File: src/rtl/render_pkg.sv
// Shared render-path definitions: default framebuffer geometry, the transparent key colour,
// and the pixel entry carried from the tile renderer toward VRAM.
package render_pkg;

  localparam int RENDER_ADDR_W = 19;
  localparam int RENDER_DATA_W = 16;
  localparam logic [RENDER_DATA_W-1:0] RENDER_KEY_COLOR = 16'hF81F;

  typedef struct packed {
    logic [RENDER_ADDR_W-1:0] addr;
    logic [RENDER_DATA_W-1:0] data;
  } pixel_entry_t;

endpackage

File: src/rtl/fb_fifo.sv
// Synchronous FIFO holding pixel entries. Pointers carry one extra wrap bit so that
// full and empty stay distinct. The head reads as zero whenever the FIFO is empty.
module fb_fifo #(
  parameter int DEPTH   = 16,
  parameter int ENTRY_W = 35
) (
  input  logic                     clk,
  input  logic                     rstn,
  input  logic                     push,
  input  logic                     pop,
  input  logic [ENTRY_W-1:0]       wr_entry,
  output logic [ENTRY_W-1:0]       rd_entry,
  output logic [$clog2(DEPTH):0]   level,
  output logic                     full
);

  localparam int PTR_W = $clog2(DEPTH);
  localparam int LVL_W = PTR_W + 1;
  localparam logic [LVL_W-1:0] FULL_LVL = LVL_W'(DEPTH);

  logic [ENTRY_W-1:0] mem [DEPTH];
  logic [LVL_W-1:0]   wr_ptr;
  logic [LVL_W-1:0]   rd_ptr;

  // The storage array carries no reset; its contents are masked until level says otherwise.
  always_ff @(posedge clk) begin
    if (push) begin
      mem[wr_ptr[PTR_W-1:0]] <= wr_entry;
    end
  end

  always_ff @(posedge clk or negedge rstn) begin
    if (!rstn) begin
      wr_ptr <= '0;
      rd_ptr <= '0;
    end else begin
      if (push) begin
        wr_ptr <= wr_ptr + LVL_W'(1);
      end
      if (pop) begin
        rd_ptr <= rd_ptr + LVL_W'(1);
      end
    end
  end

  assign level    = wr_ptr - rd_ptr;
  assign full     = (level == FULL_LVL);
  assign rd_entry = (level != '0) ? mem[rd_ptr[PTR_W-1:0]] : '0;

endmodule

File: src/rtl/fb_write_buffer.sv
// Pixel write buffer between the tile renderer and VRAM, with a sticky overflow flag.
// Defining FB_COLOR_KEY_EN drops writes whose colour equals KEY_COLOR before they are stored.
module fb_write_buffer
  import render_pkg::*;
#(
  parameter int                DEPTH     = 16,
  parameter int                ADDR_W    = RENDER_ADDR_W,
  parameter int                DATA_W    = RENDER_DATA_W,
  parameter logic [DATA_W-1:0] KEY_COLOR = DATA_W'(RENDER_KEY_COLOR)
) (
  input  logic                   clk,
  input  logic                   rstn,
  input  logic [ADDR_W-1:0]      in_addr,
  input  logic [DATA_W-1:0]      in_data,
  input  logic                   in_wr,
  output logic [ADDR_W-1:0]      out_addr,
  output logic [DATA_W-1:0]      out_data,
  output logic                   out_valid,
  input  logic                   out_ready,
  output logic [$clog2(DEPTH):0] level,
  output logic                   overflow,
  output logic                   idle
);

  localparam int ENTRY_W = ADDR_W + DATA_W;

`ifdef FB_COLOR_KEY_EN
  localparam logic KEY_FILTER = 1'b1;
`else
  localparam logic KEY_FILTER = 1'b0;
`endif

  logic               key_drop;
  logic               pop;
  logic               push;
  logic               full;
  logic [ENTRY_W-1:0] head;

  assign key_drop  = KEY_FILTER && (in_data == KEY_COLOR);
  assign out_valid = (level != '0);
  assign idle      = (level == '0);
  assign pop       = out_valid && out_ready;
  // A full FIFO still takes a write when the head leaves in the same cycle.
  assign push      = in_wr && !key_drop && (!full || pop);

  fb_fifo #(
    .DEPTH   (DEPTH),
    .ENTRY_W (ENTRY_W)
  ) u_fifo (
    .clk      (clk),
    .rstn     (rstn),
    .push     (push),
    .pop      (pop),
    .wr_entry ({in_addr, in_data}),
    .rd_entry (head),
    .level    (level),
    .full     (full)
  );

  assign {out_addr, out_data} = head;

  always_ff @(posedge clk or negedge rstn) begin
    if (!rstn) begin
      overflow <= 1'b0;
    end else if (in_wr && !key_drop && full && !pop) begin
      overflow <= 1'b1;
    end
  end

endmodule

File: config.mk
export PLATFORM = sky130hd
export DESIGN_NAME = fb_write_buffer
export DESIGN_NICKNAME = d
export VERILOG_FILES = /design/src/rtl/render_pkg.sv /design/src/rtl/fb_fifo.sv /design/src/rtl/fb_write_buffer.sv
export SDC_FILE = /design/constraint.sdc
export NUM_CORES = 1
export LEC_CHECK = 0
export CAP_MARGIN = 20
export CELL_PAD_IN_SITES_DETAIL_PLACEMENT = 0
export CELL_PAD_IN_SITES_GLOBAL_PLACEMENT = 1
export CORE_AREA = 5 5 203 205
export DETAILED_ROUTE_END_ITERATION = 7
export DIE_AREA = 0 0 208 210
export GPL_TIMING_DRIVEN = 0
export PLACE_DENSITY = 0.88
export SETUP_SLACK_MARGIN = 0.05
export SYNTH_ARGS = -nofsm -noshare
export SYNTH_HDL_FRONTEND = slang
export SYNTH_SLANG_ARGS = --single-unit
export TNS_END_PERCENT = 30
File: constraint.sdc
create_clock -name clk -period 15.7 [get_ports clk]
set_input_delay 2.355 -clock clk [delete_from_list [all_inputs] [get_ports clk]]
set_output_delay 2.355 -clock clk [all_outputs]
set_load 0.005 [all_outputs]
==> results.txt, run 1 <==
Counting along the longest clock path gives a buffer depth of 3. In the final design database the tool counted 1,247 nets. Between clock sinks in the finished design, the worst skew comes to 0.0200 ns. After detailed routing, the total wire length is 49.8 mm. In the final layout, the share of cells above drive strength 1 is 25.4%.

The average size of a mapped cell is 21.7 µm². The cell taking the most area after synthesis is edfxtp_1. The proportion of power drawn by combinational gates is 36.9%, and the post-synthesis instance area is 22,400 µm². Max-cap violations in this run came to 0. The run gives 73 as the number of rows in the core area. For this configuration, the core starts out at a cell density of 57.1%. The H-tree was split into 2 levels. Summed over all nets, the half-perimeter wirelength after detailed placement is 31.3 mm.

The region available for standard cell placement spans 39,300 µm². The analysis attributes to net switching a power of 0.00153 W. TritonCTS built the clock tree. Yosys mapped the design onto 40 distinct sky130hd cell types.

The number of placed instances, taps included, is 1,667. At the pin with the least slew margin, the transition time is 0.924 ns. The total nets after synthesis is 1,083. The run gives 0 as the number of warnings reported in the yosys synthesis log. The routed layout has 11,025 vias. The worst setup path is launched from a register.

Measured along the y axis, the die boundary spans 210 µm. The antenna diode count is 0, and the endpoint arrival time on the critical path is 4.96 ns. Share of the core filled with cells in the final layout: 66.5%. Setup repair after global routing left no endpoint under its margin. The highest ir drop seen on vdd is 0.000120 V. The share of Yosys cell area claimed by the top area cell type is 75.0%, and the number of fill cells in the layout is 2,459.

Of the total power, registers draw 38.2%. Of the available clock period, the critical path in the final layout requires 46.6%. The most frequently used flop master after synthesis is edfxtp_1. The minimum clock period is 7.32 ns, and the detailed-router iteration count before antenna repair is 5.

The logs give 2 for the initial antenna violation count and 27 for the pin count of the biggest net entering global routing. Switching share of power: 30.9%. The logs give 43,700 µm² for the area enclosed by the die boundary and 571 for the clock sink total. The clock network is responsible for 24.9% of the overall power. The overall global routing resource usage is 23.0%, and the tightest slew margin relative to the limit is 38.4%.

The worst setup path is captured at an output pin. The internal portion of the total power is 0.00342 W. The leakage power figure was 8.50 nW. The highest fanout seen on the critical path works out to 10.

The die is 208 µm wide. After detailed routing, the average wire length per cell comes to 28.1 µm. The total power came out at 0.00495 W. After clock tree synthesis, the flow added hold-fix buffers numbering 0. The total negative setup slack was 0 ns; the number of hold-slack violations in the final timing report was 0. After global routing the overflow that remains totals 0. For this run, the register share of the synthesized area comes to 76.2%.

The setup path with the least slack is of type register to output pin. The upper clock frequency limit is 137 MHz, and the number of I/O pins is 82. The congestion estimate from routability-driven global placement came to 0.747. The area growth from synthesis to layout is 16.4%.

Cell count after synthesis: 1,034. By area the synthesized netlist is led by edfxtp_1, mux4_2, mux2i_1, nand2_1, dfrtp_1. The cell sitting at the root of the clock tree is a clkbuf_16. In the layout the commonest cells are edfxtp_1, mux4_2, clkdlybuf4s50_1, nand2_1, clkbuf_16. Leaving out fill and tap cells, the most frequent cell in the layout is edfxtp_1. For the number of nets still failing antenna checks after routing, the log shows 0. The tools report the DRC violations left as 0. The max-slew violation count is 0. Once layout is complete, the cells apart from fillers number 1,768. The wire length of the first global-routing pass came out at 74.9 mm.

The ratio of total power to cell area was 190 nW/µm². In this run, the number of DRC markers left after iteration 0 of detailed routing was 1,197. The via density per instance is 6.24, and the number of global-route vias before repair is 11,763.

The number of clock buffers added by TritonCTS is 54. Port buffering added 80 buffers. The run finished with clean final reports.

In the synthesized netlist the async set-or-reset flop fraction comes to 1.93%. Setup violations remaining at the end of the flow were counted as 0. The number of enable-type register cells in the synthesized netlist was 560. The number of gates resized after CTS was 0.

After clock tree synthesis, the clock-pin slew on the worst setup and hold paths is 0.06 ns. The synthesized flop and latch total was 571; the required time at the worst-slack endpoint was 13.35 ns. The clock reaches the later pin of the worst-skew pair after 0.58 ns.

The min-delay analysis places its worst path in the category register to register. Post-CTS timing repair inserted 0 buffers for setup.
-- registers in the layout, summed over array words and instances, names as in the netlist --
signal / flops
u_fifo.mem: 560
u_fifo.wr_ptr: 5
overflow: 1
u_fifo.rd_ptr: 5
-- routing by layer --
layer	track usage (%)	vias up	wire (µm)
met5	0	-	26
met1	31.6	5822	19600
met3	3.53	83	3330
met2	39.6	506	25700
met4	5.66	4	1100
li1	-	4610	-
-- per-stage QoR --
stage | hold WS [ns] | worst slack [ns] | instance area [µm²]
after global routing | 0.494 | 8.32 | 26100
after CTS | 0.492 | 8.43 | 26100
final | 0.479 | 8.38 | 26100
after global placement | 0.452 | 6.72 | 23900
after detailed placement | 0.475 | 9.08 | 24400
after floorplan | 0.451 | 9.97 | 22400
-- area by class of cell --
class	instances	area [µm²]	area share [%]
buffer	59	332	1.27
clock buffer	76	1510	5.78
clock inverter	25	166	0.637
inverter	11	41.3	0.158
multi-input combinational	393	5070	19.4
sequential	571	17100	65.5
tap	525	657	2.52
timing repair buffer	108	1240	4.75
-- cells by family after synthesis --
group                    after synthesis  share of synthesized area (%)
AND/OR/NAND/NOR                      148                           3.20
adder cells (fa/ha/maj)               10                          0.591
XOR/XNOR                              11                          0.463
multiplexers                         177                           15.8
flip-flops                           571                           76.2
AO/OA/AOI/OAI                         47                           2.14
buffers and inverters                 70                           1.66
-- path summary, 6_finish.rpt --
path | startpoint | end | slack (ns) | cells after the start
min in group asynchronous | rstn | u_fifo.rd_ptr[1]$_DFFE_PN0P_ | 2.17 | 1
max in group asynchronous | rstn | u_fifo.rd_ptr[0]$_DFFE_PN0P_ | 13.13 | 1
min | overflow$_DFFE_PN0P_ | overflow$_DFFE_PN0P_ | 0.48 | 1
max reg2reg | u_fifo.rd_ptr[3]$_DFFE_PN0P_ | u_fifo.mem[1][12]$_DFFE_PP_ | 10.99 | 14
max | u_fifo.rd_ptr[3]$_DFFE_PN0P_ | out_data[11] | 8.38 | 11
min reg2reg | overflow$_DFFE_PN0P_ | overflow$_DFFE_PN0P_ | 0.48 | 1
-- power groups by stage --
stage / Combinational [W] / Clock [W] / Sequential, W
after floorplan: 0.00109 / 0 / 0.00191
after global placement: 0.00174 / 0 / 0.00193
after detailed placement: 0.00183 / 0 / 0.00192
after CTS: 0.00185 / 0.00125 / 0.00189
after global routing: 0.00195 / 0.00132 / 0.00190
final: 0.00182 / 0.00123 / 0.00189
-- Yosys cell counts (5+ instances only) --
cell and number:
edfxtp_1 560, mux4_2 140, nand2_1 77, and3_1 37, mux2i_1 35, a211oi_1 25, clkbuf_1 22, buf_2 16
buf_4 14, nor2_1 13, a211oi_2 11, dfrtp_1 11, inv_1 10, ha_1 9, xnor2_1 7, nor3_1 6
buf_6 5, nand3_1 5
-- critical path, stage by stage (launching register included) --
cell             delay (ns)
dfrtp_1                0.35
clkbuf_1               0.34
inv_1                  0.16
clkbuf_1               0.51
clkbuf_1               0.55
ha_1                   0.40
nor3b_1                0.24
and4b_4                0.30
o22a_4                 0.21
clkbuf_1               0.59
a211oi_1               0.19
clkdlybuf4s50_1        0.52
No activity file was read; power rests on OpenSTA's default activity.
==> run 2, diff against run 1 <==
- CORE_AREA: 5 5 203 205 -> 5 5 210 212
- DIE_AREA: 0 0 208 210 -> 0 0 215 217
- PLACE_DENSITY: 0.88 -> 0.83
- clock period: 15.7 -> 6.78 ns (I/O delays scaled with it)
==> run 2 against run 1 <==
Global-route usage fell by 2.0 points; die area grew 6.8%; combinational power rose by 130%; sequential cell count is the same; critical endpoint is now out_data[15].
==> results.txt, run 2 (synthesis gave the netlist of run 1 again) <==
The number of nets still failing antenna checks after routing is 0 (unchanged). The number of cells upsized or downsized after cts was 0 (unchanged); the number of fill cells in the layout was 2,802 (was 2,459). The run gives 47.9 mm (was 49.8 mm) as the total length of routed wires. For the final worst setup slack, the log shows 0.725 ns (was 8.38 ns). The tools report the iteration-0 DRC count of the detailed router as 982 (was 1,197). The CTS buffer count was 55 (was 54). The leakage power figure came out at 8.53 nW (was 8.50 nW). Instance area after placement: 24,400 µm² (about the same). The worst clock skew on the final layout came out at 0.0203 ns (was 0.0200 ns). The initial antenna violation count was 1 (was 2); the final standard cell count with taps included and fillers excluded was 1,779 (was 1,768).

For the antenna diode count, the log shows 0 (unchanged). The commonest non-fill, non-tap cell in the layout was edfxtp_1 (unchanged). The run gives 53.7% (was 57.1%) as the initial core utilization. Number of cells in the design after placement: 1,681 (was 1,667).

The DRC violations left is 0 (unchanged). Kind of end point of the critical path: an output pin (unchanged). The worst-case reg-to-reg path depth came out at 13 (was 14). Derived from the worst setup path, the maximum achievable clock frequency is 165 MHz.

The count of input and output buffers works out to 80 (unchanged). The width of the die is 215 µm (was 208 µm). The clock latency of the later-clocked register in the worst-skew pair was 0.60 ns (was 0.58 ns). The highest fanout seen on the critical path works out to 10 (unchanged).

The tools report the root cell of the clock tree as clkbuf_16 (unchanged). The setup slack at placement was 1.36 ns (was 9.08 ns); the cell area after layout was 26,200 µm² (was 26,100 µm²). The wire length of the first global-routing pass is 72.7 mm (was 74.9 mm), and the overall global routing resource usage is 21.0% (was 23.0%).

The clock sink total was 571 (unchanged). The tools report the maximum count of clock buffers along a single path as 3 (unchanged). For the required time at the worst-slack endpoint, the log shows 5.76 ns (was 13.35 ns). The area of the core was 41,800 µm² (was 39,300 µm²); the half-perimeter wire length after detailed placement was 30.5 mm (was 31.3 mm). The slew at the pin closest to its max-slew limit is 1.04 ns (was 0.924 ns), and the area enclosed by the die boundary is 46,700 µm² (was 43,700 µm²). The highest ir drop seen on vdd was 0.000270 V (was 0.000120 V). The worst path uses 89.3% of the clock period.

The run gives 1,248 (was 1,247) as the number of nets in the final layout. The run gives 0 (unchanged) as the max-slew violation count. The deepest level of the CTS H-tree was 2 (unchanged). The routability congestion estimate from global placement was 0.713 (was 0.747); the tightest slew margin relative to the limit was 30.4% (was 38.4%).

Worst hold path startpoint: overflow$_DFFE_PN0P_ (unchanged). The setup violation total in the final timing report was 0 (unchanged); the pin count of the biggest net entering global routing was 26 (was 27). The area added between synthesis and finish was 16.8% (was 16.4%). The mean routed wirelength per cell is 26.9 µm (was 28.1 µm), and the flip-flop count of the largest register, all copies and words added is 560 (unchanged). For the setup slack on the worst flop-to-flop path, the log shows 2.03 ns (was 10.99 ns). The classification of the worst-slack hold path is register to register (unchanged). The via density per instance came out at 6.04 (was 6.24). The hold path depth was 1 (unchanged).

The run finished with clean final reports. The run gives 5.04 ns (was 4.96 ns) as the endpoint arrival time on the critical path. The clock transition at the registers of the reported paths is 0.06 ns (about the same). Capture instance of the worst register-to-register path: u_fifo.mem[1][16]$_DFFE_PP_ (was u_fifo.mem[1][12]$_DFFE_PP_). For the number of max-cap violations, the log shows 0 (unchanged). The total number of vias came out at 10,737 (was 11,025). The classification of the worst setup path is register to output pin (unchanged).

The post-CTS setup-driven buffer insertion count was 0 (unchanged). The worst min-delay path endpoint was overflow$_DFFE_PN0P_ (unchanged). Vertical extent of the die: 217 µm (was 210 µm).

The logs give 75 (was 73) for the number of rows in the core area and 0 (unchanged) for the total overflow reported by the global router. The ratio of total power to cell area is 442 nW/µm² (was 190 nW/µm²). Setup repair after global routing left no endpoint under its margin.

TritonCTS built the clock tree. Startpoint class of the critical path: a register (unchanged). Reg-to-reg critical path startpoint: u_fifo.rd_ptr[3]$_DFFE_PN0P_ (unchanged). The number of hold-slack violations in the final timing report is 0 (unchanged). Most frequent cells in the layout: edfxtp_1, mux4_2, clkdlybuf4s50_1, nand2_1, clkbuf_16 (unchanged). The tools report the number of global-route vias before repair as 11,312 (was 11,763). The number of hold buffers added after cts was 0 (unchanged); the share of cells above drive strength 1 was 26.0% (was 25.4%).

The detailed-router iteration count before antenna repair is 5 (unchanged), and the minimum clock period is 6.05 ns. The number of I/O pins is 82 (unchanged). For the total power, the log shows 0.0116 W (was 0.00495 W).
[run 2: how the worst max path moves through the flow]
stage	start	slack (ns)	endpoint	depth (start not counted)
global route	u_fifo.rd_ptr[3]$_DFFE_PN0P_	0.38	out_data[15]	11
detailed placement	u_fifo.rd_ptr[3]$_DFFE_PN0P_	1.36	out_data[15]	11
finish	u_fifo.rd_ptr[3]$_DFFE_PN0P_	0.73	out_data[15]	11
floorplan	u_fifo.rd_ptr[1]$_DFFE_PN0P_	1.57	u_fifo.mem[1][0]$_DFFE_PP_	9
CTS	u_fifo.rd_ptr[3]$_DFFE_PN0P_	0.70	out_data[15]	11
global placement	u_fifo.rd_ptr[3]$_DFFE_PN0P_	-2.33	u_fifo.mem[11][14]$_DFFE_PP_	11
[run 2: layer usage]
layer	vias to the layer above	GRT usage, %	part of all wire [%]
met3	75	4.64	6.5
met4	2	5.08	2.1
li1	4615	-	-
met5	-	0	0.015
met2	390	35.4	51
met1	5655	28.5	41
[run 2: metrics by stage]
stage                     setup TNS (ns)  hold slack, ns  util (%)
after global placement           -308.95           0.441      57.2
after detailed placement               0           0.447      58.5
after floorplan                        0           0.451         -
after CTS                              0           0.466      62.8
final                                  0           0.466      62.8
after global routing                   0           0.497      62.8
[run 2: area by class of cell]
cell class | count | area, µm² | area share [%]
buffer | 59 | 332 | 1.27
clock buffer | 62 | 1400 | 5.35
clock inverter | 36 | 378 | 1.44
inverter | 11 | 41.3 | 0.158
multi-input combinational | 393 | 5070 | 19.3
sequential | 571 | 17100 | 65.2
tap | 539 | 674 | 2.57
timing repair buffer | 108 | 1220 | 4.65
[run 2: power by group]
part	internal [W]	switching, W
Sequential	0.00427	0.0000986
Clock	0.00178	0.00125
Combinational	0.00201	0.00217
[run 2: worst max-delay path: stages (launching register included)]
cell	delay, ns
dfrtp_1	0.36
clkbuf_1	0.35
inv_1	0.16
clkbuf_1	0.56
clkbuf_1	0.53
ha_1	0.40
a21oi_1	0.21
a21oi_1	0.12
o22a_4	0.31
clkbuf_1	0.33
a211oi_1	0.50
clkdlybuf4s50_1	0.61
==> run 3, diff against run 2 <==
- CTS_CLUSTER_DIAMETER: not set -> 30
- GPL_ROUTABILITY_DRIVEN: not set -> 1
==> run 3 against run 2 <==
Design area increased by 7.0%; global-route usage is 1.8 points higher; hold slack worse by 0.0039 ns; first-iteration DRC count grew 29%; critical endpoint unchanged.
==> results.txt, run 3 (synthesis gave the netlist of run 1 again) <==
The share of cells above drive strength 1 came out at 31.8% (was 26.0%). The flip-flop count of the largest register, all copies and words added was 560 (unchanged); the required time at the worst-slack endpoint was 5.76 ns (about the same). Cell area after layout: 28,000 µm² (was 26,200 µm²). The reg-to-reg critical path startpoint is u_fifo.rd_ptr[3]$_DFFE_PN0P_ (unchanged). The tools report the worst setup path startpoint as u_fifo.rd_ptr[3]$_DFFE_PN0P_ (unchanged).

For the clock latency of the later-clocked register in the worst-skew pair, the log shows 0.63 ns (was 0.60 ns). The initial antenna violation count was 1 (unchanged); the total overflow reported by the global router was 0 (unchanged). Cell Chain, Critical Path: clkbuf_1 > inv_1 > clkbuf_1 > clkbuf_1 > ha_1 > a21oi_1 > a21oi_1 > o22a_4 > clkbuf_1 > a211oi_1 > clkdlybuf4s50_1 (unchanged).

The tools report the setup violation total in the final timing report as 0 (unchanged). The ratio of total power to cell area is 493 nW/µm² (was 442 nW/µm²). Clock transition at the registers of the reported paths: 0.06 ns (about the same).

TritonCTS built the clock tree. Wire length of the first global-routing pass: 78.4 mm (was 72.7 mm). The area added between synthesis and finish was 25.0% (was 16.8%).

The count of input and output buffers was 80 (unchanged). The run gives 24,400 µm² (unchanged) as the instance area after placement. The setup slack on the worst flop-to-flop path is 1.96 ns (was 2.03 ns). Post-CTS setup-driven buffer insertion count: 0 (unchanged).

The cell seen most often among critical-path stages is clkbuf_1 (unchanged). The share of the core filled with cells in the final layout came out at 67.1% (was 62.8%). The tools report the capture instance of the worst register-to-register path as u_fifo.mem[1][20]$_DFFE_PP_ (was u_fifo.mem[1][16]$_DFFE_PP_). The routability congestion estimate from global placement is 0.713 (unchanged), and the via density per instance is 6.06 (was 6.04). The run gives 26 (unchanged) as the pin count of the biggest net entering global routing. The vertical extent of the die is 217 µm (unchanged), and the number of hold-slack violations in the final timing report is 0 (unchanged). The antenna diode count is 0 (unchanged), and the maximum count of clock buffers along a single path is 3 (unchanged). Area of the core: 41,800 µm² (unchanged). The logs give 0 (unchanged) for the number of cells upsized or downsized after cts and 0 ns (unchanged) for the total negative setup slack. The worst clock skew on the final layout was 0.0299 ns (was 0.0203 ns).

The number of max-cap violations is 0 (unchanged), and the total power is 0.0138 W (was 0.0116 W). Worst hold path startpoint: overflow$_DFFE_PN0P_ (unchanged). The logs give 82 (unchanged) for the number of I/O pins and 1,265 (was 982) for the iteration-0 DRC count of the detailed router. The number of hold buffers added after cts is 0 (unchanged). The number of nets still failing antenna checks after routing was 0 (unchanged); the detailed-router iteration count before antenna repair was 5 (unchanged).

The number of global-route vias before repair came out at 12,353 (was 11,312). The hold path depth was 1 (unchanged). The count of buffering cells on the critical path with inverters included came out at 6 (unchanged). The worst-case reg-to-reg path depth is 13 (unchanged).

The DRC violations left was 0 (unchanged); the clock sink total was 571 (unchanged). The highest ir drop seen on vdd is 0.000389 V (was 0.000270 V). Classification of the worst-slack hold path: register to register (unchanged). The kind of end point of the critical path was an output pin (unchanged).

For the total length of routed wires, the log shows 52.3 mm (was 47.9 mm). The number of nets in the final layout is 1,298 (was 1,248). The cell with the biggest individual delay on the critical path was clkdlybuf4s50_1 (unchanged).

The total number of vias came out at 11,398 (was 10,737). The CTS buffer count is 105 (was 55). The mean routed wirelength per cell was 27.8 µm (was 26.9 µm).

Most frequent cells in the layout: edfxtp_1, mux4_2, clkbuf_16, clkdlybuf4s50_1, nand2_1 (was edfxtp_1, mux4_2, clkdlybuf4s50_1, nand2_1, clkbuf_16). The tightest slew margin relative to the limit is 36.6% (was 30.4%), and the number of rows in the core area is 75 (unchanged). The kind of cell adding the most delay to the critical path is buffers and inverters (unchanged). Setup repair after global routing left no endpoint under its margin. The biggest cell delay along the critical path is 0.62 ns (was 0.61 ns).

The root cell of the clock tree was clkbuf_16 (unchanged). Initial core utilization: 53.7% (unchanged). For the overall global routing resource usage, the log shows 22.8% (was 21.0%).

The slew at the pin closest to its max-slew limit came out at 0.950 ns (was 1.04 ns). The tools report the startpoint class of the critical path as a register (unchanged). The highest fanout seen on the critical path is 10 (unchanged), and the half-perimeter wire length after detailed placement is 30.5 mm (unchanged). The deepest level of the CTS H-tree was 3 (was 2); the endpoint arrival time on the critical path was 5.22 ns (was 5.04 ns). Minimum clock period: 6.24 ns (was 6.05 ns). The width of the die came out at 215 µm (unchanged).

Worst min-delay path endpoint: overflow$_DFFE_PN0P_ (unchanged). The ratio of final minimum period to clock period works out to 92.0% (was 89.3%). The max-slew violation count came out at 0 (unchanged). Classification of the worst setup path: register to output pin (unchanged).

The commonest non-fill, non-tap cell in the layout was edfxtp_1 (unchanged). The upper clock frequency limit came out at 160 MHz (was 165 MHz). The area enclosed by the die boundary was 46,700 µm² (unchanged); the leakage power figure was 9.37 nW (was 8.53 nW). The flow ran to the end, and the final reports show no timing, DRC or antenna violations.
[run 3: routing by layer]
metal  vias up  GRT usage [%]  wire length [µm]
met2       537           39.1             27000
li1       4768              -                 -
met1      5990           29.2             20300
met3       101           5.09              3580
met4         2           7.85              1390
met5         -              0                13
[run 3: final cells by class]
type | count | area [µm²]
clock buffer | 114 | 2700
fill | 2535 | 13700
buffer | 59 | 332
tap | 539 | 674
timing repair buffer | 108 | 1220
inverter | 11 | 41.3
sequential | 571 | 17100
multi-input combinational | 393 | 5070
clock inverter | 86 | 911
[run 3: worst reg2reg max path, delay by kind of cell (launching register included)]
family / cells / cell delay (ns)
AO/OA/AOI/OAI: 3 / 1.04
flip-flops: 1 / 0.37
adder cells (fa/ha/maj): 1 / 0.41
AND/OR/NAND/NOR: 2 / 0.56
buffers and inverters: 7 / 2.21
[run 3: worst max path at each step]
stage                                   end  depth (start not counted)
2_1_floorplan    u_fifo.mem[1][0]$_DFFE_PP_                          9
3_3_place_gp   u_fifo.mem[11][14]$_DFFE_PP_                         11
3_5_place_dp                   out_data[15]                         11
4_1_cts                        out_data[15]                         11
5_1_grt                        out_data[15]                         11
6_report                       out_data[15]                         11
[run 3: metrics by stage]
| stage | hold slack [ns] | cells | setup WS [ns] |
|---|---|---|---|
| floorplan | 0.451 | 1034 | 1.57 |
| global placement | 0.441 | 1653 | -2.33 |
| detailed placement | 0.447 | 1681 | 1.36 |
| CTS | 0.463 | 1881 | 0.543 |
| global route | 0.494 | 1881 | 0.202 |
| finish | 0.463 | 1881 | 0.544 |
[run 3: report_power, final]
part | total [W] | switching [W] | internal, W
Sequential | 0.00439 | 0.000109 | 0.00428
Clock | 0.00520 | 0.00185 | 0.00335
Combinational | 0.00424 | 0.00223 | 0.00201
